[src/rtl/uart_frame_tx_fifo.sv]
// ============================================================================
// uart_frame_tx_fifo
// ----------------------------------------------------------------------------
// UART frame transmitter fed by a small circular-buffer FIFO. Each queued word
// goes out as one frame:
//     start(0), DATA_WIDTH data bits LSB first, optional parity, 1 or 2 stops(1).
// Every bit lasts P = prescale clock cycles (0 is treated as 1). When the next
// word is already queued, frames are sent back-to-back with no idle cycle.
//
// Ports
//   CLK         in   1             UART-domain clock
//   RST         in   1             asynchronous active-low reset
//   wr_data     in   DATA_WIDTH    word to enqueue
//   wr_valid    in   1             enqueue request
//   wr_ready    out  1             FIFO not full (decoded from fifo_count)
//   tx_en       in   1             1: frames may start, 0: hold after current frame
//   par_en      in   1             1: append a parity bit
//   par_typ     in   1             0: even parity, 1: odd parity
//   stop2       in   1             1: two stop bits
//   prescale    in   PRESC_W       clock cycles per bit
//   tx_out      out  1             registered serial line, idles high
//   busy        out  1             transmitter not idle
//   frame_done  out  1             high during the last cycle of each frame
//   fifo_count  out  PTR_W+1       words currently queued
// ============================================================================
module uart_frame_tx_fifo #(
    parameter int DATA_WIDTH = 8,
    parameter int FIFO_DEPTH = 8,
    parameter int PTR_W      = 3,
    parameter int PRESC_W    = 6
) (
    input  logic                  CLK,
    input  logic                  RST,
    input  logic [DATA_WIDTH-1:0] wr_data,
    input  logic                  wr_valid,
    output logic                  wr_ready,
    input  logic                  tx_en,
    input  logic                  par_en,
    input  logic                  par_typ,
    input  logic                  stop2,
    input  logic [PRESC_W-1:0]    prescale,
    output logic                  tx_out,
    output logic                  busy,
    output logic                  frame_done,
    output logic [PTR_W:0]        fifo_count
);

    localparam logic [2:0] S_IDLE   = 3'd0;
    localparam logic [2:0] S_START  = 3'd1;
    localparam logic [2:0] S_DATA   = 3'd2;
    localparam logic [2:0] S_PARITY = 3'd3;
    localparam logic [2:0] S_STOP   = 3'd4;

    // Data-bit index 0..DATA_WIDTH-1 (DATA_WIDTH is 5..9).
    localparam int BIT_W = (DATA_WIDTH > 8) ? 4 : 3;

    // ------------------------------------------------------------------
    // FIFO storage and bookkeeping
    // ------------------------------------------------------------------
    logic [DATA_WIDTH-1:0] r_mem [FIFO_DEPTH];
    logic [PTR_W-1:0]      r_wr_ptr;
    logic [PTR_W-1:0]      r_rd_ptr;
    logic [PTR_W:0]        r_count;

    logic                  w_push;
    logic                  w_pop;
    logic                  w_full;
    logic [DATA_WIDTH-1:0] w_head;

    // ------------------------------------------------------------------
    // Transmitter state
    // ------------------------------------------------------------------
    logic [2:0]            r_state;
    logic [PRESC_W-1:0]    r_presc_cnt;
    logic [PRESC_W-1:0]    r_presc_lat;
    logic [BIT_W-1:0]      r_bit_cnt;
    logic [DATA_WIDTH-1:0] r_shift;
    logic                  r_par_bit;
    logic                  r_par_en;
    logic                  r_stop2;
    logic                  r_tx;
    logic                  r_busy;
    logic                  r_frame_done;

    logic [2:0]            w_state_next;
    logic [PRESC_W-1:0]    w_presc_next;
    logic [PRESC_W-1:0]    w_presc_lat_next;
    logic [BIT_W-1:0]      w_bit_next;
    logic [DATA_WIDTH-1:0] w_shift_next;
    logic                  w_par_bit_next;
    logic                  w_par_en_next;
    logic                  w_stop2_next;
    logic                  w_tx_next;
    logic                  w_frame_done_next;

    logic [PRESC_W-1:0]    w_p_eff;
    logic [PRESC_W-1:0]    w_presc_reload;
    logic                  w_bit_end;
    logic                  w_last;
    logic                  w_start;

    // ------------------------------------------------------------------
    // FIFO control
    // ------------------------------------------------------------------
    assign w_full     = (r_count == (PTR_W+1)'(FIFO_DEPTH));
    assign wr_ready   = ~w_full;
    // Gated on the registered count only: a write into a full FIFO is lost
    // even when the transmitter pops in the same cycle.
    assign w_push     = wr_valid & ~w_full;
    assign w_head     = r_mem[r_rd_ptr];
    assign fifo_count = r_count;

    always_ff @(posedge CLK) begin
        if (w_push) begin
            r_mem[r_wr_ptr] <= wr_data;
        end
    end

    always_ff @(posedge CLK or negedge RST) begin
        if (!RST) begin
            r_wr_ptr <= '0;
            r_rd_ptr <= '0;
            r_count  <= '0;
        end else begin
            if (w_push) begin
                r_wr_ptr <= r_wr_ptr + PTR_W'(1);
            end
            if (w_pop) begin
                r_rd_ptr <= r_rd_ptr + PTR_W'(1);
            end
            case ({w_push, w_pop})
                2'b10:   r_count <= r_count + (PTR_W+1)'(1);
                2'b01:   r_count <= r_count - (PTR_W+1)'(1);
                default: r_count <= r_count;
            endcase
        end
    end

    // ------------------------------------------------------------------
    // Transmitter next-state logic
    // ------------------------------------------------------------------
    assign w_p_eff        = (prescale == '0) ? PRESC_W'(1) : prescale;
    assign w_presc_reload = r_presc_lat - PRESC_W'(1);
    assign w_bit_end      = (r_presc_cnt == '0);

    // Last cycle of the final stop bit.
    assign w_last  = (r_state == S_STOP) && w_bit_end &&
                     (!r_stop2 || (r_bit_cnt == BIT_W'(1)));

    // A new frame is launched from idle or straight out of the previous one.
    assign w_start = ((r_state == S_IDLE) || w_last) && tx_en && (r_count != '0);
    assign w_pop   = w_start;

    always_comb begin
        w_state_next     = r_state;
        w_presc_next     = r_presc_cnt;
        w_presc_lat_next = r_presc_lat;
        w_bit_next       = r_bit_cnt;
        w_shift_next     = r_shift;
        w_par_bit_next   = r_par_bit;
        w_par_en_next    = r_par_en;
        w_stop2_next     = r_stop2;
        w_tx_next        = r_tx;

        if (r_state != S_IDLE) begin
            if (!w_bit_end) begin
                w_presc_next = r_presc_cnt - PRESC_W'(1);
            end else begin
                w_presc_next = w_presc_reload;
            end
        end

        case (r_state)
            S_IDLE: begin
                w_tx_next = 1'b1;
            end
            S_START: begin
                if (w_bit_end) begin
                    w_state_next = S_DATA;
                    w_tx_next    = r_shift[0];
                    w_shift_next = r_shift >> 1;
                    w_bit_next   = '0;
                end
            end
            S_DATA: begin
                if (w_bit_end) begin
                    if (r_bit_cnt == BIT_W'(DATA_WIDTH-1)) begin
                        if (r_par_en) begin
                            w_state_next = S_PARITY;
                            w_tx_next    = r_par_bit;
                        end else begin
                            w_state_next = S_STOP;
                            w_tx_next    = 1'b1;
                            w_bit_next   = '0;
                        end
                    end else begin
                        w_tx_next    = r_shift[0];
                        w_shift_next = r_shift >> 1;
                        w_bit_next   = r_bit_cnt + BIT_W'(1);
                    end
                end
            end
            S_PARITY: begin
                if (w_bit_end) begin
                    w_state_next = S_STOP;
                    w_tx_next    = 1'b1;
                    w_bit_next   = '0;
                end
            end
            S_STOP: begin
                w_tx_next = 1'b1;
                if (w_bit_end) begin
                    if (r_stop2 && (r_bit_cnt == '0)) begin
                        w_bit_next = BIT_W'(1);
                    end else begin
                        w_state_next = S_IDLE;
                    end
                end
            end
            default: begin
                w_state_next = S_IDLE;
                w_tx_next    = 1'b1;
            end
        endcase

        // Launch overrides whatever the state case decided; configuration
        // is captured here and held for the whole frame.
        if (w_start) begin
            w_state_next     = S_START;
            w_tx_next        = 1'b0;
            w_shift_next     = w_head;
            w_par_bit_next   = (^w_head) ^ par_typ;
            w_par_en_next    = par_en;
            w_stop2_next     = stop2;
            w_presc_lat_next = w_p_eff;
            w_presc_next     = w_p_eff - PRESC_W'(1);
            w_bit_next       = '0;
        end

        // frame_done is registered, so it is asserted when the next cycle
        // is going to be the last cycle of the final stop bit.
        w_frame_done_next = (w_state_next == S_STOP) && (w_presc_next == '0) &&
                            (!w_stop2_next || (w_bit_next == BIT_W'(1)));
    end

    always_ff @(posedge CLK or negedge RST) begin
        if (!RST) begin
            r_state      <= S_IDLE;
            r_presc_cnt  <= '0;
            r_presc_lat  <= PRESC_W'(1);
            r_bit_cnt    <= '0;
            r_shift      <= '0;
            r_par_bit    <= 1'b0;
            r_par_en     <= 1'b0;
            r_stop2      <= 1'b0;
            r_tx         <= 1'b1;
            r_busy       <= 1'b0;
            r_frame_done <= 1'b0;
        end else begin
            r_state      <= w_state_next;
            r_presc_cnt  <= w_presc_next;
            r_presc_lat  <= w_presc_lat_next;
            r_bit_cnt    <= w_bit_next;
            r_shift      <= w_shift_next;
            r_par_bit    <= w_par_bit_next;
            r_par_en     <= w_par_en_next;
            r_stop2      <= w_stop2_next;
            r_tx         <= w_tx_next;
            r_busy       <= (w_state_next != S_IDLE);
            r_frame_done <= w_frame_done_next;
        end
    end

    assign tx_out     = r_tx;
    assign busy       = r_busy;
    assign frame_done = r_frame_done;

endmodule

[config.mk]
export PLATFORM = sky130hd
export DESIGN_NAME = uart_frame_tx_fifo
export DESIGN_NICKNAME = d
export VERILOG_FILES = /design/src/rtl/uart_frame_tx_fifo.sv
export SDC_FILE = /design/constraint.sdc
export NUM_CORES = 1
export LEC_CHECK = 0
export ABC_AREA = 1
export CAP_MARGIN = 40
export CORE_MARGIN = 3
export CORE_UTILIZATION = 40
export CTS_BUF_LIST = sky130_fd_sc_hd__clkbuf_16
export CTS_CLUSTER_DIAMETER = 40
export DETAILED_ROUTE_END_ITERATION = 10
export SLEW_MARGIN = 20
export SYNTH_ARGS = -nofsm -noshare
export SYNTH_HDL_FRONTEND = slang
export SYNTH_SLANG_ARGS = --single-unit
[constraint.sdc]
create_clock -name CLK -period 2.2 [get_ports CLK]
set_clock_uncertainty 0.15 [all_clocks]
set_input_delay 0.44 -clock CLK [delete_from_list [all_inputs] [get_ports CLK]]
set_output_delay 0.44 -clock CLK [all_outputs]
set_load 0.01 [all_outputs]
# Yosys cells after proc, flatten, opt, wreduce, memory -nomap -nowiden
# Memory sizes are Yosys's and may differ from the RTL's.
# Index checks and enable logic that the tools add are counted.
# W data, S select, Z words.
[op_classes]
add_sub_neg = 8
eq_ne = 15
muxes = 37
bitwise_logic = 3
n_reduce_logical = 26
[op_table]
columns = ["op", "count"]
rows = [
  ["$mux W3", 15],
  ["$mux W8", 4],
  ["$mux W6", 4],
  ["$logic_not A6 Y1", 3],
  ["$sub A6 B1 Y6 const B", 3],
  ["$pmux W8 S2", 1],
  ["$pmux W3 S5", 1],
  ["$ne A3 B3 Y1 const B", 4],
  ["$add A3 B1 Y3 const B", 3],
  ["$eq A3 B1 Y1 const B", 3],
  ["$eq A3 B3 Y1 const B", 3],
  ["$mux W1", 9],
  ["$pmux W3 S3", 1],
  ["$reduce_bool A3 Y1", 3],
  ["$pmux W4 S2", 1],
  ["$reduce_xor A8 Y1", 1],
  ["$logic_and A1 B1 Y1", 7],
  ["$eq A3 B2 Y1 const B", 2],
  ["$logic_not A3 Y1", 2],
  ["$add A4 B1 Y4 const B", 1],
  ["$eq A4 B4 Y1 const B", 1],
  ["$reduce_and A4 Y1", 1],
  ["$reduce_bool A4 Y1", 1],
  ["$sub A4 B1 Y4 const B", 1],
  ["11 further kinds", 14],
]
[totals]
ff_bits = 42
ram_bits = 64
input_bits = 21
out_inout_bits = 8
elab_cells = 104
n_memories = 1
[mem_list]
columns = ["name", "depth", "width", "rd", "rd_ports_with_merged_regs", "write_ports", "line_no", "rtl"]
rows = [
  ["r_mem", 8, 8, 1, 0, 1, "60", "logic [DATA_WIDTH-1:0] r_mem [FIFO_DEPTH];"],
]

# Logic depth before layout (Yosys ltp)
# Gate-level depths: netlist of the first run.
[logic_depth]
word_depth = 10
depth_mapped = 18
ltp_nobuf = 16

# Worst setup path after synthesis of the first run
# Ideal clock, no wire load.
[synth_timing]
kind = "reg2reg"
startpoint = "register r_bit_cnt[1]"
endpoint = "register r_count[2] (netlist: fifo_count[2])"
setup_time_ns = 0.128
arrival_ns = 2.048
required_time_ns = 1.922
slack_ns = -0.126
stages_incl_launch_ff = 18
path_buffers = 1
period_less_slack_ns = 2.326
cell_sequence = "dfrtp_1 inv_1 ha_1 nand2_1 a21oi_2 nand2_1 nand2_2 nand2_4 inv_2 buf_4 ha_1 nand2_1 inv_1 nor2_1 ha_1 a21oi_1 xnor2_1 o21ai_0"
[synth_between]
elab_chain_len = 8
elab_cells_between_ends = 10
cone_classes = "eq/ne: 3; mux: 1; reduce/logical: 6"
[synth_rtl]
columns = ["element", "line_no", "rtl"]
rows = [
  ["from (decl)", "76", "logic [BIT_W-1:0] r_bit_cnt;"],
  ["from (signal assigned)", "263", "r_bit_cnt <= w_bit_next;"],
  ["$eq A3 B1 Y1 *", "148", "(!r_stop2 || (r_bit_cnt == BIT_W'(1)));"],
  ["$logic_or A1 B1 Y1 *", "148", ""],
  ["$logic_and A1 B1 Y1 *", "147", "assign w_last = (r_state == S_STOP) && w_bit_end &&"],
  ["$logic_or A1 B1 Y1 *", "151", "assign w_start = ((r_state == S_IDLE) || w_last) && tx_en && (r_count != '0);"],
  ["$logic_and A1 B1 Y1 * (2 in a row)", "151", ""],
  ["$eq A2 B1 Y1 / $eq A2 B2 Y1 (equally long branches)", "131", "case ({w_push, w_pop})"],
  ["$pmux W4 S2 / $reduce_bool A2 Y1 (equally long branches)", "-", ""],
  ["to (signal assigned)", "132", "2'b10: r_count <= r_count + (PTR_W+1)'(1);"],
  ["to (signal assigned)", "133", "2'b01: r_count <= r_count - (PTR_W+1)'(1);"],
  ["to (signal assigned)", "134", "default: r_count <= r_count;"],
  ["to (decl)", "63", "logic [PTR_W:0] r_count;"],
]
# Mark *: on every way between the ends. The rest lies on a longest branch, timed or not.
# A chain may end at the register's enable or synchronous reset.

# Worst setup path after layout of the first run
[layout_timing]
startpoint = "register r_bit_cnt[1]"
endpoint = "register r_count[3] (netlist: fifo_count[3])"
# Same word-level chain as after synthesis.

==> results of run 1 <==
[power groups by stage]
stage | combinational, mW | clock (mW) | sequential (mW)
floorplan | 0.0132 | 0 | 2.15
global placement | 0.0932 | 0 | 2.15
detailed placement | 0.0965 | 0 | 2.15
CTS | 0.0984 | 1.63 | 2.11
global route | 0.107 | 1.73 | 2.11
finish | 0.0967 | 1.59 | 2.11
[cells in the mapped netlist (all sizes together)]
cell / instances
or2: 1
nand2: 245
inv: 100
nor2: 41
dfstp: 2
nand3b: 2
dfrtp: 40
clkinv: 1
a21oi: 9
buf: 19
o21ai: 25
ha: 11
edfxtp: 64
o21bai: 1
a41oi: 1
o211ai: 8
nand3: 61
a22oi: 1
xnor2: 4
o221ai: 1
o31ai: 1
xor2: 7
o22ai: 2
nand4: 2
a31oi: 3
nor3: 1
[sequential cells by signal, summed over array words and instances (netlist names), 3 cells and up]
register     flops
fifo_count       4
r_rd_ptr         3
r_presc_cnt      6
r_presc_lat      6
r_wr_ptr         3
r_shift          8
r_state          3
r_bit_cnt        3
r_mem           64
[what timing repair did]
action                     4_1_cts  5_1_grt
resized for setup                4       24
setup buffers                    5        1
pin swaps                        7        9
hold endpoints to repair        17        0
hold buffers                     1        0
setup endpoints to repair        2       12
[layout make-up]
cell class                      count  area [um2]  share of cell area
Inverter                          101       389.1             0.05861
Sequential cell                   106        2977              0.4484
Timing Repair Buffer               75       658.1             0.09913
Multi-Input combinational cell    427        2101              0.3164
Tap cell                          176       220.2             0.03317
Clock inverter                      7       68.82             0.01037
Clock buffer                        9       225.2             0.03392
[worst max-delay path by stage]
stage,from,to,cells past startpoint
detailed placement,prescale[2],frame_done$_DFF_PN0_,13
CTS,r_bit_cnt[1]$_DFF_PN0_,fifo_count[2]$_DFFE_PN0P_,16
finish,r_bit_cnt[1]$_DFF_PN0_,fifo_count[3]$_DFFE_PN0P_,16
floorplan,r_bit_cnt[1]$_DFF_PN0_,fifo_count[2]$_DFFE_PN0P_,17
global placement,prescale[1],frame_done$_DFF_PN0_,13
global route,r_bit_cnt[1]$_DFF_PN0_,fifo_count[3]$_DFFE_PN0P_,16
[logic make-up after synthesis]
| kind of cell | after synthesis | synth area share |
|---|---|---|
| compound gates | 52 | 0.05860 |
| xor+xnor | 11 | 0.01742 |
| fa+ha+maj | 11 | 0.02489 |
| buf+inv | 120 | 0.09638 |
| flops | 106 | 0.5380 |
| simple gates | 353 | 0.2647 |
[per-stage QoR]
step,area (um2),hold WS [ns],worst slack (ns),instances
floorplan,5553,-0.005591,0.002382,653
global placement,6206,0.2778,-0.1620,878
detailed placement,6206,0.2784,-0.3038,878
CTS,6553,0.3356,-0.004104,900
global route,6639,0.3623,-0.1025,901
finish,6639,0.3383,0.01425,901
[worst min-delay path, cell delays in order (launching register included)]
cell	delay (ns)
dfrtp_1	0.35
nand2_1	0.05
nand2_1	0.06
[metal layers]
layer  up-vias  part of all wire
met3        11             0.035
met5         -                 0
met2        69              0.48
met4         0             0.013
li1       2212                 -
met1      2004              0.48
==> impl_metrics.tcl, run 1 <==
set metrics [dict create \
    clock_latency_ns 0.35 \
    worstMarginPinSlew_ns 0.5008 \
    drt_wl_total_um 11910 \
    drtPass1Iterations 4 \
    grt-busiest-layer "met2" \
    yosysTopAreaCellShare 0.3475 \
    ys_seq_elements 106 \
    ys_types 39 \
    endpoint_kind "flop" \
    fin_util 0.4954 \
    wl_per_cell_um 13.22 \
    final_layout_size_suffix_gt1_frac 0.1393 \
    cp_slowest_cell "dfrtp_1" \
    critPathLaunchType "flop" \
    timing.critical_path.arrival_ns 2.26 \
    final_cell_mix "nand2_1, inv_1, edfxtp_1" \
    post-route-min-period_ns 2.186 \
    synth_area_leader_cell "edfxtp_1" \
    met1_usage 0.2258 \
    crit_chain "inv_2 -> ha_4 -> nand2_2 -> a21oi_2 -> nand2_1 -> nand2_2 -> nand2_4 -> inv_4 -> ha_4 -> nand2_1 -> inv_2 -> nor2_4 -> nand3b_1 -> o31ai_1 -> o211ai_1 -> xor2_1" \
    cts_tree "yes" \
    status "finished, final reports clean" \
    fp.dieH_um 123.6 \
    die_width_um 123.6 \
    hold_path_end "r_par_bit$_DFFE_PN0P_" \
    r2r_slack_ns 0.01 \
    hold_depth 2 \
    grt_remaining_overflow 0 \
    critPathRequiredTime_ns 2.27 \
    hpwl_um 8388 \
    r2r_start "r_bit_cnt[1]$_DFF_PN0_" \
    leakagePower_nw 3.131 \
    path_buf_inv 3 \
    die_area_mm2 0.01527 \
    fillers 1276 \
    clock_path_buffers 2 \
    fp-row-count 42 \
    track_usage 0.1677 \
    path_delay_family "simple AND/OR/NAND/NOR gates" \
    layout_commonest_cell "nand2_1" \
    drt-initial-drc-count 272 \
    pwr-share-clk 0.419 \
    netlist_area_mm2 0.005530 \
    cts_buffers 9 \
    portBuffers 28 \
    pin_count 29 \
    p_sw_frac 0.2005 \
    clkSinkCount 106 \
    area_delta_synth_final_pct 20.05 \
    rr_endpoint "fifo_count[3]$_DFFE_PN0P_" \
    htreeDepth 3 \
    ir_drop_v 0.0004730 \
    max_stage_delay_ns 0.38 \
    critPathMaxFanout 3 \
    first_global_vias 4080 \
    cts-root-buf "clkbuf_16" \
    tns_ns 0 \
    r2r_cells 16 \
    post_synth.cell_area_avg_um2 8.469 \
    yosysSeqAreaShare 0.5380 \
    max-cap-violations 0 \
    max_freq_mhz 457.5 \
    grt_pass1_wl_um 19730 \
    clk_pin_slew_ns 0.07 \
    syn-num-nets 685 \
    drv_slew 0 \
    combPwrFrac 0.025 \
    critical_path_class "flop to flop" \
    yosysWarnings 0 \
    finalHoldViolCount 0 \
    gp_congestion 0.7942 \
    core_mm2 0.01340 \
    netlist_instances 653 \
    vias 4296 \
    internal_power_mw 3.038 \
    grt_use_met3 0.03588 \
    slew_headroom 0.6658 \
    min_from "r_par_bit$_DFFE_PN0P_" \
    use_met2 0.2751 \
    rsz0062_at_grt "yes" \
    finalCritPeriodShare 0.9935 \
    hp-class "flop to flop" \
    grt_max_degree 32 \
    antenna_found_initial 0 \
    setup_viol 0 \
    start_util 0.4127 \
    power_density_mw_per_mm2 572.3 \
    switching_power_uw 762.0 \
    synth.area.top_cells "edfxtp_1, dfrtp_1, nand2_1" \
    via_per_inst 4.768 \
    total_power_mw 3.800 \
    ant_nets 0 \
    drc_errors 0 \
    insertedDiodeCount 0 \
    nets 752 \
    p_seq_frac 0.556 \
]
Note: power is estimated with default switching activity, not from simulation.
==> run 2: changes to the inputs <==
- REMOVE_ABC_BUFFERS: unset -> 1
==> impl_metrics.tcl, run 2 (same netlist as run 1, synthesis figures left out) <==
set metrics [dict create \
    gp_congestion 0.8571 \
    p_seq_frac 0.557 \
    wl_per_cell_um 13.27 \
    drv_slew 0 \
    die_area_mm2 0.01527 \
    cp_slowest_cell "dfrtp_1" \
    first_global_vias 4156 \
    drc_errors 0 \
    fp-row-count 42 \
    start_util 0.4127 \
    layout_commonest_cell "nand2_1" \
    largest_register_ffs 64 \
    htreeDepth 3 \
    hold_ws_ns 0.3256 \
    rsz0062_at_grt "yes" \
    multi_input_area_mm2 0.002110 \
    final_layout_size_suffix_gt1_frac 0.1438 \
    worst_slack_ns -0.01390 \
    cts_tree "yes" \
    via_per_inst 4.781 \
    grt_remaining_overflow 0 \
    track_usage 0.1655 \
    fillers 1270 \
    critical_path_class "flop to flop" \
    path_buf_inv 2 \
    portBuffers 28 \
    post-route-min-period_ns 2.214 \
    top_register "r_mem" \
    hp-class "flop to flop" \
    power_density_mw_per_mm2 573.1 \
    grt_max_degree 43 \
    fp.dieH_um 123.6 \
    timing.critical_path.arrival_ns 2.29 \
    finalCritPeriodShare 1.006 \
    clk_pin_slew_ns 0.08 \
    crit_chain "inv_2 -> ha_4 -> nand2_2 -> a21oi_2 -> nand2_1 -> nand2_2 -> nand2_4 -> inv_4 -> ha_4 -> nor2_2 -> nor2_4 -> nand3b_1 -> o31ai_2 -> o211ai_1 -> xor2_1" \
    finalHoldViolCount 0 \
    pwr-share-clk 0.417 \
    antenna_found_initial 0 \
    worstMarginPinSlew_ns 0.5332 \
    final-instance-count-excl-fill 899 \
    grt_pass1_wl_um 19800 \
    dpl.cell_count 880 \
    reg.largest.list "r_mem (64), r_shift (8)" \
    max_freq_mhz 451.7 \
    max_stage_delay_ns 0.39 \
    die_width_um 123.6 \
    cts-root-buf "clkbuf_16" \
    endpoint_kind "flop" \
    status "finished with violations" \
    drt-initial-drc-count 327 \
    cts_buffers 9 \
    fin_area_mm2 0.006614 \
    critPathRequiredTime_ns 2.28 \
    register_area_mm2 0.002975 \
    vias 4298 \
    internal_power_mw 2.953 \
    hpwl_um 8058 \
    tns_ns -0.01390 \
    placed_area_mm2 0.006202 \
    core_mm2 0.01340 \
    drtPass1Iterations 5 \
    critPathMaxFanout 3 \
    final_cell_mix "nand2_1, inv_1, edfxtp_1" \
    drt_wl_total_um 11930 \
    fin_util 0.4936 \
    pin_count 29 \
    ir_drop_v 0.0004458 \
    ant_nets 0 \
    nets 750 \
    p_sw_frac 0.2211 \
    clock_path_buffers 2 \
    total_power_mw 3.791 \
    violations "negative setup slack" \
    max-cap-violations 0 \
    dp_slack_ns -0.3736 \
    critPathLaunchType "flop" \
    setup_viol 1 \
    combPwrFrac 0.026 \
    insertedDiodeCount 0 \
    path_delay_family "simple AND/OR/NAND/NOR gates" \
    clock_latency_ns 0.36 \
    clkSinkCount 106 \
    leakagePower_nw 3.137 \
    switching_power_uw 838.0 \
    slew_headroom 0.6442 \
    area_delta_synth_final_pct 19.59 \
]
==> run 2: path summary, 6_finish.rpt <==
| check | start | cells after the start | slack, ns | to |
|---|---|---|---|---|
| min reg2reg | r_par_bit$_DFFE_PN0P_ | 2 | 0.33 | r_par_bit$_DFFE_PN0P_ |
| max reg2reg | r_bit_cnt[1]$_DFF_PN0_ | 15 | -0.01 | fifo_count[3]$_DFFE_PN0P_ |
| min | r_par_bit$_DFFE_PN0P_ | 2 | 0.33 | r_par_bit$_DFFE_PN0P_ |
| max | r_bit_cnt[1]$_DFF_PN0_ | 15 | -0.01 | fifo_count[3]$_DFFE_PN0P_ |
| max in group asynchronous | RST | 3 | 1.19 | r_presc_lat[0]$_DFFE_PN1P_ |
| min in group asynchronous | RST | 3 | 0.43 | r_par_en$_DFFE_PN0P_ |
==> run 2: what timing repair did <==
action / CTS / global route
hold buffers: 1 / 0
resized for setup: 11 / 20
endpoints found under the hold margin: 40 / 0
pin swaps: 8 / 11
buffers inserted: 1 / 1
setup endpoints to repair: 2 / 8
==> run 2: area by class of cell <==
cell class,count,area share
well taps,176,0.03330
inverters,101,0.05846
clock buffers,9,0.03405
clock inverters,7,0.009270
multi-input cells,427,0.3190
repair buffers,73,0.09610
flip-flops and latches,106,0.4499
==> run 2: power by group through the flow <==
| stage | Sequential (mW) | Clock [mW] | Combinational [mW] |
|---|---|---|---|
| 6_report | 2.11 | 1.58 | 0.0985 |
| 5_1_grt | 2.11 | 1.69 | 0.111 |
| 4_1_cts | 2.11 | 1.61 | 0.100 |
| 3_5_place_dp | 2.15 | 0 | 0.0983 |
| 3_3_place_gp | 2.15 | 0 | 0.0959 |
| 2_1_floorplan | 2.15 | 0 | 0.0132 |
==> run 2: worst register-to-register path, delay by kind of cell, from the launching register on <==
| family | cells | cell delay, ns |
|---|---|---|
| xor+xnor | 1 | 0.18 |
| simple gates | 7 | 0.59 |
| fa+ha+maj | 2 | 0.28 |
| buf+inv | 2 | 0.15 |
| compound gates | 3 | 0.36 |
| flops | 1 | 0.39 |
==> run 2: metal layers <==
| metal | vias to the layer above | GRT usage | share of wire |
|---|---|---|---|
| li1 | 2200 | - | - |
| met1 | 2002 | 0.2228 | 0.46 |
| met2 | 80 | 0.2697 | 0.48 |
| met3 | 16 | 0.02679 | 0.035 |
| met4 | 0 | 0.06228 | 0.021 |
| met5 | - | 0 | 0 |
==> run 3: changes to the inputs <==
- CTS_BUF_LIST: sky130_fd_sc_hd__clkbuf_16 -> unset
==> impl_metrics.tcl, run 3 (same netlist as run 1, synthesis figures left out) <==
set metrics [dict create \
    status "finished with violations" \
    violations "negative setup slack" \
    start_util 0.4127 \
    via_per_inst 4.782 \
    post-route-min-period_ns 2.214 \
    cts-root-buf "clkbuf_16" \
    largest_register_ffs 64 \
    ant_nets 0 \
    leakagePower_nw 3.132 \
    finalCritPeriodShare 1.006 \
    grt_max_degree 43 \
    wl_per_cell_um 13.26 \
    track_usage 0.1655 \
    combPwrFrac 0.026 \
    grt_remaining_overflow 0 \
    critPathLaunchType "flop" \
    fp-row-count 42 \
    internal_power_mw 2.957 \
    drt_wl_total_um 11930 \
    slew_headroom 0.6442 \
    drt-initial-drc-count 327 \
    worstMarginPinSlew_ns 0.5332 \
    fp.dieH_um 123.6 \
    clock_path_buffers 2 \
    insertedDiodeCount 0 \
    final_cell_mix "nand2_1, inv_1, edfxtp_1" \
    rsz0062_at_grt "yes" \
    cts_buffers 9 \
    clk_pin_slew_ns 0.08 \
    htreeDepth 3 \
    nets 750 \
    ir_drop_v 0.0004458 \
    vias 4299 \
    fin_util 0.4936 \
    portBuffers 28 \
    finalHoldViolCount 0 \
    placed_area_mm2 0.006202 \
    worst_slack_ns -0.01391 \
    switching_power_uw 837.6 \
    antenna_found_initial 0 \
    first_global_vias 4156 \
    hpwl_um 8058 \
    pwr-share-clk 0.418 \
    drc_errors 0 \
    critPathMaxFanout 3 \
    clock_latency_ns 0.36 \
    core_mm2 0.01340 \
    setup_viol 1 \
    top_register "r_mem" \
    drtPass1Iterations 5 \
    pin_count 29 \
    area_delta_synth_final_pct 19.59 \
    reg.largest.list "r_mem (64), r_shift (8)" \
    gp_congestion 0.8571 \
    max-cap-violations 0 \
    grt_pass1_wl_um 19800 \
    cts_tree "yes" \
    die_width_um 123.6 \
    timing.critical_path.arrival_ns 2.29 \
    critPathRequiredTime_ns 2.28 \
    die_area_mm2 0.01527 \
    drv_slew 0 \
    layout_commonest_cell "nand2_1" \
    max_freq_mhz 451.7 \
    final_layout_size_suffix_gt1_frac 0.1438 \
    fin_area_mm2 0.006614 \
    hp-class "flop to flop" \
    clkSinkCount 106 \
    r2r_slack_ns -0.01 \
    tns_ns -0.01391 \
    endpoint_kind "flop" \
    p_sw_frac 0.2207 \
    p_seq_frac 0.556 \
    power_density_mw_per_mm2 573.8 \
    critical_path_class "flop to flop" \
]
## run 3: cell count changes in the layout (fill, tap and decap cells not counted)
cell      change
inv_1         -1
clkbuf_1      +1
## run 3: power groups by stage
| stage | Combinational (mW) | Clock [mW] | Sequential, mW |
|---|---|---|---|
| 6_report | 0.0985 | 1.59 | 2.11 |
| 4_1_cts | 0.100 | 1.62 | 2.11 |
| 2_1_floorplan | 0.0132 | 0 | 2.15 |
| 3_3_place_gp | 0.0959 | 0 | 2.15 |
| 3_5_place_dp | 0.0983 | 0 | 2.15 |
| 5_1_grt | 0.111 | 1.70 | 2.11 |
## run 3: area by class of cell
cell class                 instances  area (um2)
tap                              176       220.2
clock buffer                      10       229.0
timing repair buffer              73       635.6
inverter                         101       386.6
fill                            1270        6787
multi-input combinational        427        2110
sequential                       106        2975
clock inverter                     6       57.56
## run 3: worst paths after layout
kind,startpoint,to,cells after the start
worst max-delay path,r_bit_cnt[1]$_DFF_PN0_,fifo_count[3]$_DFFE_PN0P_,15
worst min-delay path,r_par_bit$_DFFE_PN0P_,r_par_bit$_DFFE_PN0P_,2
worst max register to register,r_bit_cnt[1]$_DFF_PN0_,fifo_count[3]$_DFFE_PN0P_,15
worst min register to register,r_par_bit$_DFFE_PN0P_,r_par_bit$_DFFE_PN0P_,2
max in group asynchronous,RST,r_presc_lat[0]$_DFFE_PN1P_,3
min in group asynchronous,RST,r_par_en$_DFFE_PN0P_,3
## run 3: worst max-delay path, stage by stage, from the launching register on
cell	delay (ns)
dfrtp_1	0.39
inv_2	0.08
ha_4	0.12
nand2_2	0.05
a21oi_2	0.13
nand2_1	0.07
nand2_2	0.10
nand2_4	0.06
inv_4	0.07
ha_4	0.16
nor2_2	0.06
nor2_4	0.12
nand3b_1	0.13
o31ai_2	0.09
o211ai_1	0.14
xor2_1	0.18
## run 3: through the flow
| stage | hold slack, ns | cells | total power, mW | worst slack, ns |
|---|---|---|---|---|
| after floorplan | -0.005591 | 634 | 2.167 | -0.3366 |
| after global placement | 0.2886 | 880 | 2.249 | -0.2569 |
| after detailed placement | 0.2900 | 880 | 2.252 | -0.3736 |
| after CTS | 0.3326 | 898 | 3.827 | -0.0008942 |
| after global routing | 0.3462 | 899 | 3.919 | -0.1670 |
| final | 0.3256 | 899 | 3.795 | -0.01391 |
## run 3: per-layer routing
layer | GRT usage | vias up | wire (um)
met5 | 0 | - | 0
met4 | 0.06228 | 0 | 255
met3 | 0.02679 | 16 | 417
met2 | 0.2697 | 81 | 5731
met1 | 0.2228 | 2002 | 5521
li1 | - | 2200 | -
## run 3: timing repair
item	in CTS	in global routing
gates resized for setup	11	20
buffers inserted	1	1
endpoints found under the setup margin	2	8
hold buffers	1	0
pin swaps	8	11
endpoints found under the hold margin	40	0
